### src/rtl/med_pkg.sv
// med_pkg: shared types and helpers for the med_auto median/max filter.
// Holds the FSM state enum, compute-length function and N/WIDTH legality check.
package med_pkg;

  typedef enum logic [1:0] {
    IDLE,
    LOAD,
    SORT,
    DONE
  } state_t;

  // Compute cycles for one window: K*(N+1) for median, N-1 for max.
  function automatic int clen(input int n, input logic mode);
    int k;
    k = (n - 1) / 2;
    return mode ? (n - 1) : (k * (n + 1));
  endfunction

  function automatic bit legal(input int n, input int w);
    return (n >= 3) && (n <= 15) && (n % 2 == 1)
        && (w >= 2) && (w <= 16);
  endfunction

endpackage

### src/rtl/med_auto_mce.sv
// med_mce: combinational compare-exchange of two unsigned operands.
// Ports: a, b in; hi = max(a,b), lo = min(a,b) out.
module med_mce #(
  parameter int WIDTH = 8
) (
  input  logic [WIDTH-1:0] a,
  input  logic [WIDTH-1:0] b,
  output logic [WIDTH-1:0] hi,
  output logic [WIDTH-1:0] lo
);

  logic ge;

  assign ge = (a >= b);
  assign hi = ge ? a : b;
  assign lo = ge ? b : a;

endmodule

### src/rtl/med_auto.sv
// med_auto: N-sample windowed median/max filter, one compare-exchange unit.
// Ports: CLK, RST (sync, high), DI/DSI/MODE in; READY, DO, DSO out.
module med_auto #(
  parameter int WIDTH = 8,
  parameter int N     = 9
) (
  input  logic             CLK,
  input  logic             RST,
  input  logic [WIDTH-1:0] DI,
  input  logic             DSI,
  input  logic             MODE,
  output logic             READY,
  output logic [WIDTH-1:0] DO,
  output logic             DSO
);

  import med_pkg::*;

  if (!legal(N, WIDTH)) begin : g_bad
    $error("med_auto: illegal N or WIDTH");
  end

  localparam int K    = (N - 1) / 2;
  localparam int CMED = clen(N, 1'b0);
  localparam int CMAX = clen(N, 1'b1);
  localparam int SCW  = $clog2(N + 1);
  localparam int CW   = $clog2(CMED + 1);
  localparam int SW   = $clog2(N);
  localparam int JW   = $clog2(K + 1);

  state_t           st, nx;
  logic [SCW-1:0]   scnt;
  logic [CW-1:0]    cnt;
  logic [SW-1:0]    sub;
  logic [JW-1:0]    pj;
  logic             byp;
  logic             mode_r;
  logic             cap;
  logic             last_s;
  logic             last_c;
  logic             seg_end;
  logic [WIDTH-1:0] r [N];
  logic [WIDTH-1:0] hi, lo;

  med_mce #(.WIDTH(WIDTH)) u_mce (
    .a (r[0]),
    .b (r[N-1]),
    .hi(hi),
    .lo(lo)
  );

  assign cap    = DSI && READY && !RST;
  assign last_s = (scnt == SCW'(N - 1));
  assign last_c = (cnt == (mode_r ? CW'(CMAX - 1)
                                  : CW'(CMED - 1)));

  // Pass pj: (N-1-pj) compare cycles, then (pj+1) bypass cycles.
  assign seg_end = byp ? (int'(sub) == int'(pj))
                       : (int'(sub) == N - 2 - int'(pj));

  always_ff @(posedge CLK) begin
    if (RST) st <= IDLE;
    else     st <= nx;
  end

  always_comb begin
    nx    = st;
    READY = 1'b0;
    unique case (st)
      IDLE: begin
        READY = 1'b1;
        if (DSI) nx = LOAD;
      end
      LOAD: begin
        READY = 1'b1;
        if (DSI && last_s) nx = SORT;
      end
      SORT: if (last_c) nx = DONE;
      DONE: nx = IDLE;
      default: nx = IDLE;
    endcase
  end

  always_ff @(posedge CLK) begin
    if (RST) begin
      scnt   <= '0;
      cnt    <= '0;
      sub    <= '0;
      pj     <= '0;
      byp    <= 1'b0;
      mode_r <= 1'b0;
    end else begin
      if (st == IDLE && DSI) begin
        scnt   <= SCW'(1);
        mode_r <= MODE;
      end else if (st == LOAD && DSI) begin
        scnt <= last_s ? '0 : scnt + SCW'(1);
      end
      if (st == SORT) begin
        cnt <= cnt + CW'(1);
        if (seg_end) begin
          sub <= '0;
          byp <= !byp;
          if (byp) pj <= pj + JW'(1);
        end else begin
          sub <= sub + SW'(1);
        end
      end else begin
        cnt <= '0;
        sub <= '0;
        pj  <= '0;
        byp <= 1'b0;
      end
    end
  end

  // r[0] accumulates the running max; compare pushes the loser into
  // r[1], bypass rotates the whole chain to park found maxima.
  always_ff @(posedge CLK) begin
    if (cap) begin
      r[0] <= DI;
      for (int i = 1; i < N; i++) r[i] <= r[i-1];
    end else if (st == SORT) begin
      r[0] <= byp ? r[N-1] : hi;
      r[1] <= byp ? r[0] : lo;
      for (int i = 2; i < N; i++) r[i] <= r[i-1];
    end
  end

  always_ff @(posedge CLK) begin
    if (RST) begin
      DO  <= '0;
      DSO <= 1'b0;
    end else begin
      DSO <= (st == DONE);
      if (st == DONE) DO <= r[0];
    end
  end

endmodule

### config.mk
export PLATFORM = sky130hd
export DESIGN_NAME = med_auto
export DESIGN_NICKNAME = d
export VERILOG_FILES = /design/src/rtl/med_pkg.sv /design/src/rtl/med_auto_mce.sv /design/src/rtl/med_auto.sv
export SDC_FILE = /design/constraint.sdc
export NUM_CORES = 1
export LEC_CHECK = 0
export CELL_PAD_IN_SITES_DETAIL_PLACEMENT = 2
export CELL_PAD_IN_SITES_GLOBAL_PLACEMENT = 2
export CORE_UTILIZATION = 43
export CTS_CLUSTER_DIAMETER = 200
export CTS_CLUSTER_SIZE = 28
export DETAILED_ROUTE_END_ITERATION = 6
export PLACE_DENSITY_LB_ADDON = 0.1
export SLEW_MARGIN = 20
export SYNTH_ARGS = -nofsm -noshare
export SYNTH_HDL_FRONTEND = slang
export SYNTH_HIERARCHICAL = 1
export SYNTH_SLANG_ARGS = --single-unit
### constraint.sdc
create_clock -name CLK -period 6.04 [get_ports CLK]
set_input_delay 1.208 -clock CLK [delete_from_list [all_inputs] [get_ports CLK]]
set_output_delay 1.208 -clock CLK [all_outputs]
set_load 0.03 [all_outputs]
# Yosys cells after proc, flatten, opt, wreduce, memory -nomap -nowiden
# Memory sizes are Yosys's and may differ from the RTL's.
# Index checks and enable logic that the tools add are counted.
# word_totals
register_bits	30
ram_bits	72
elab_cells	80
mem_count	1
# memory_table
name	words	width	read_ports	rd_ports_with_merged_regs	wr	line_no	rtl
r	9	8	9	0	9	med_auto.sv:42	logic [WIDTH-1:0] r [N];
# classes
add_sub_neg	5
order_cmp	1
n_eq_ne	10
muxes	28
bitwise	10
n_reduce_logical	15
# ops
cell	count
2-to-1 mux 8 bit	13
2-to-1 mux 1 bit	9
OR 1 bit	9
adder 4 x 1 -> 4 bit (second input constant)	2
greater-or-equal comparator 8 bit	1
case mux 2 bit (4 select lines)	1
adder 6 x 1 -> 6 bit (second input constant)	1
equality test 6 bit	1
2-to-1 mux 2 bit	3
2-to-1 mux 6 bit	1
!= test 2 bit (second input constant)	3
OR reduction 2 bit	3
equality test 5 x 4 -> 1 bit	1
logical AND 1 bit	5
equality test 2 bit (second input constant)	2
equality test 4 bit	1
equality test 4 bit (second input constant)	1
2-to-1 mux 4 bit	1
subtractor 3 x 3 -> 4 bit (first input constant)	1
adder 3 x 1 -> 3 bit (second input constant)	1
AND reduction 3 bit	1
OR reduction 3 bit	1
equality test 2 x 1 -> 1 bit (second input constant)	1
logical NOT 1 bit	2
4 further kinds	4

# Depth between registers and ports, before layout
# depth
ltp_word	8
depth_mapped	9

# By module
# The synthesis kept the hierarchy.
# by_module_without_submodules
mod	instances	cells_each	area_each_um2
med_auto	1	257	3794.9
med_mce	1	43	449.2

# Least setup slack after synthesis
# No wires, ideal clock.
# synth_timing
path_kind	input to register
start	in DSI
end	mem r[0][0], enable pin
setup_ns	0.517
arrival_ns	4.872
required_ns	5.523
setup_slack_ns	0.651
cell_stages	3
n_path_buf	1
cell_sequence	clkbuf_1 -> nand2b_1 -> o21bai_1
# synth_rtl
element	line_no	rtl
start, declared	med_auto.sv:10	input logic DSI,
end, declared	med_auto.sv:42	

# Worst setup path after layout
# layout_timing
start	reg st[1]
end	out READY
# layout_between
elab_chain_cells	3
word_cells_on_any_way	4
# layout_rtl
element	line_no	rtl
start, declared	med_auto.sv:31	state_t st, nx;
start signal, assigned	med_auto.sv:63	else st <= nx;
equality test 2 x 1 -> 1 bit / logical NOT 2 bit (equally long branches)	med_auto.sv:69	unique case (st)
OR reduction 2 bit (no line) *	-	
2-to-1 mux 1 bit *	med_auto.sv:69	
end, declared	med_auto.sv:12	output logic READY,
# Mark *: on every way between the ends. The rest lies on a longest branch, timed or not.

==> results.py <==
metrics = {
    "run_status": {
        "status": "finished clean",
    },
    "floorplanning": {
        "rows": 35,
        "die_x_um": 101,
        "die_h_um": 101,
        "die-area_um2": 10300,
        "start_util_pct": 45.1,
        "core-area_um2": 9420,
        "pin_count": 22,
    },
    "sta": {
        "layout_worst_path_cycle_share_pct": 57.3,
        "drv_slew": 0,
        "tns_ps": 0,
        "worst_pin_slew_ps": 1120,
        "max_freq_mhz": 289,
        "setup_viol": 0,
        "rsz0062_at_grt": "no",
        "fin_crit_ps": 3460,
        "hold_viol": 0,
        "fin_skew_ps": 13.5,
        "relSlewSlack_pct": 24.8,
        "whs_ps": 427,
    },
    "grt": {
        "grt_overflow": 0,
        "grt_max_degree": 73,
        "grt_antenna_before_repair": 0,
        "grt_pass1_wl_um": 12700,
        "grt_pass1_vias": 2510,
        "grt_usage_pct": 17.1,
    },
    "power": {
        "p_leak_nw": 1.68,
        "ir_drop_mv": 0.241,
        "power_density_nw_per_um2": 477,
    },
    "synth": {
        "ys_warn_count": 6,
        "synth-seq-area-share_pct": 65.1,
        "synth_nets": 331,
        "async_flop_share_pct": 0,
        "ys_ff_latch": 102,
        "syn_area_um2": 4240,
        "synth_cell_types": 39,
        "synth-edff-count": 72,
        "avgSynthCellArea_um2": 14.1,
        "ys.flop_type": "edfxtp_1",
        "synthCells": 300,
    },
    "placed_design": {
        "dp_hpwl_um": 5190,
        "gp_congestion": 0.719,
        "port_buffers": 21,
    },
    "routing": {
        "vias": 2325,
        "firstDrtPassIters": 4,
        "wl_um": 7960,
        "drt_iter0_drc": 75,
        "drc": 0,
        "wl_per_cell_um": 17.3,
        "drtAntennaViolNets": 0,
        "vias_per_cell": 5.07,
    },
    "clock_network": {
        "clkLatencyLatePin_ps": 380,
        "clk_pin_slew_ps": 90,
        "hold_buffers": 0,
        "clock-root-buffer": "clkbuf_8",
        "cts_inserted_buffers": 9,
        "cts_setup_buffers": 0,
        "cts.path.max_buffers": 2,
        "tritoncts": "yes",
        "h-tree-depth": 3,
        "cts_resized": 0,
        "cts_sinks": 102,
    },
    "final_layout": {
        "layout-drive-gt1-share_pct": 15.2,
        "nNetsFinal": 356,
        "area_growth_pct": 13.0,
        "num_antenna_cells": 0,
        "regArea_um2": 2760,
        "fillers": 897,
        "multi_input_area_um2": 1370,
    },
    "critical_path": {
        "worst_r2r_path_depth": 7,
        "cp.depth": 5,
        "cp_slowest_stage_delay_ps": 600,
        "cp_max_fo": 5,
        "worstPathArrival_ps": 2250,
        "worst-r2r-setup-slack_ps": 2820,
        "cpMostUsedCell": "inv_1",
        "cp_num_buf_inv": 3,
        "critPathCaptureType": "primary output",
        "cp-startpoint": "st[1]",
        "crit_path_top_delay_cell": "clkdlybuf4s50_1",
        "path_delay_family": "buffers and inverters",
        "path_cells": "inv_1 -> ha_1 -> nor2_1 -> inv_1 -> clkdlybuf4s50_1",
        "setup.worst_path.class": "flip-flop to primary output",
        "critical_path.endpoint": "READY",
        "r2r_start": "r[0][0]",
        "critPathRequiredTime_ps": 4830,
        "rr_endpoint": "r[0][15]",
        "start_kind": "flip-flop",
    },
    "flow_run": {
        "maxCapViolations": 0,
    },
    "worst_hold_path": {
        "holdCritPathClass": "flip-flop to flip-flop",
    },
}
[synth_stat cells (all sizes together) (4+ instances only)]
master	count	area, um^2
nand2	8	30.0
nand2b	6	45.0
inv	17	63.8
edfxtp	72	2160
a21oi	13	65.1
o21ai	6	30.0
xnor2	8	70.1
ha	19	238
nand3	6	30.0
nor2	37	139
mux2	24	308
buf	4	41.3
clkbuf	6	22.5
mux2i	18	180
dfxtp	30	601
[per-layer routing]
metal / routed length [um] / part of all wire [%] / global-route usage [%] / vias up
li1: - / - / - / 1116
met2: 3800 / 48 / 27.9 / 23
met4: 140 / 1.8 / 7.36 / 0
met5: 0 / 0 / 0 / -
met1: 3840 / 48 / 21.8 / 1173
met3: 178 / 2.2 / 4.14 / 13
[power by group]
| group | internal [mW] | total [mW] | switching [mW] | leakage (nW) |
|---|---|---|---|---|
| Clock | 0.201 | 0.450 | 0.249 | 0.107 |
| Combinational | 0.302 | 0.671 | 0.369 | 0.657 |
| Sequential | 1.06 | 1.17 | 0.107 | 0.917 |
| Total | 1.56 | 2.29 | 0.725 | 1.68 |
[area by class of cell]
type	count	share of cell area [%]
multi-input combinational	171	28.5
sequential	102	57.6
clock buffer	9	2.58
clock inverter	7	1.77
timing repair buffer	24	4.85
tap	129	3.37
inverter	17	1.33
[flip-flops by register name, indices dropped and copies added (netlist names)]
signal  flops
DO          8
DSO         1
byp         1
cnt         6
mode_r      1
pj          3
r          72
scnt        4
st          2
sub         4
[through the flow]
stage / std cells / util (%) / cell area (um^2) / setup WS, ps / total power [mW]
after floorplan: 300 / - / 4240 / 651 / 1.69
after global placement: 443 / 48.7 / 4590 / 2490 / 1.82
after detailed placement: 443 / 48.7 / 4590 / 2410 / 1.86
after CTS: 459 / 50.9 / 4790 / 2560 / 2.33
after global routing: 459 / 50.9 / 4790 / 2430 / 2.42
final: 459 / 50.9 / 4790 / 2580 / 2.29
[logic make-up (layout without fill, tap and decap cells)]
kind of cell | count (synthesis) | after routing | share of synthesized area (%)
AO/OA/AOI/OAI | 30 | 30 | 4.72
XOR/XNOR | 11 | 11 | 2.27
adder cells (fa/ha/maj) | 19 | 19 | 5.60
buffers and inverters | 27 | 57 | 3.01
flip-flops | 102 | 102 | 65.1
multiplexers | 42 | 42 | 11.5
AND/OR/NAND/NOR | 69 | 69 | 7.81
[placed cells by master (no fill, tap or decap), types with 3 or more instances in the layout]
master,synthesis,layout
nand3_1,6,6
inv_6,0,4
dfxtp_1,30,30
mux2_4,10,10
xnor2_1,8,8
nor2_1,37,37
buf_4,0,3
clkbuf_8,0,9
a21oi_1,13,13
nor2b_1,3,3
ha_1,19,19
o21ai_0,6,6
mux2_2,14,14
nand2_1,8,8
xor2_1,3,3
inv_1,17,17
edfxtp_1,72,72
mux2i_1,18,18
nand2b_1,5,5
clkdlybuf4s50_1,0,21
[worst min-delay path by stage]
stage	start	endpoint	slack, ps	cells past startpoint
6_report	r[0][39]	r[0][47]	430	0
5_1_grt	r[0][16]	r[0][24]	440	0
4_1_cts	r[0][43]	r[0][51]	430	0
3_5_place_dp	r[0][43]	r[0][51]	410	0
3_3_place_gp	r[0][28]	r[0][36]	400	0
2_1_floorplan	r[0][8]	r[0][16]	400	0
Power figures use the tool's default switching activity.
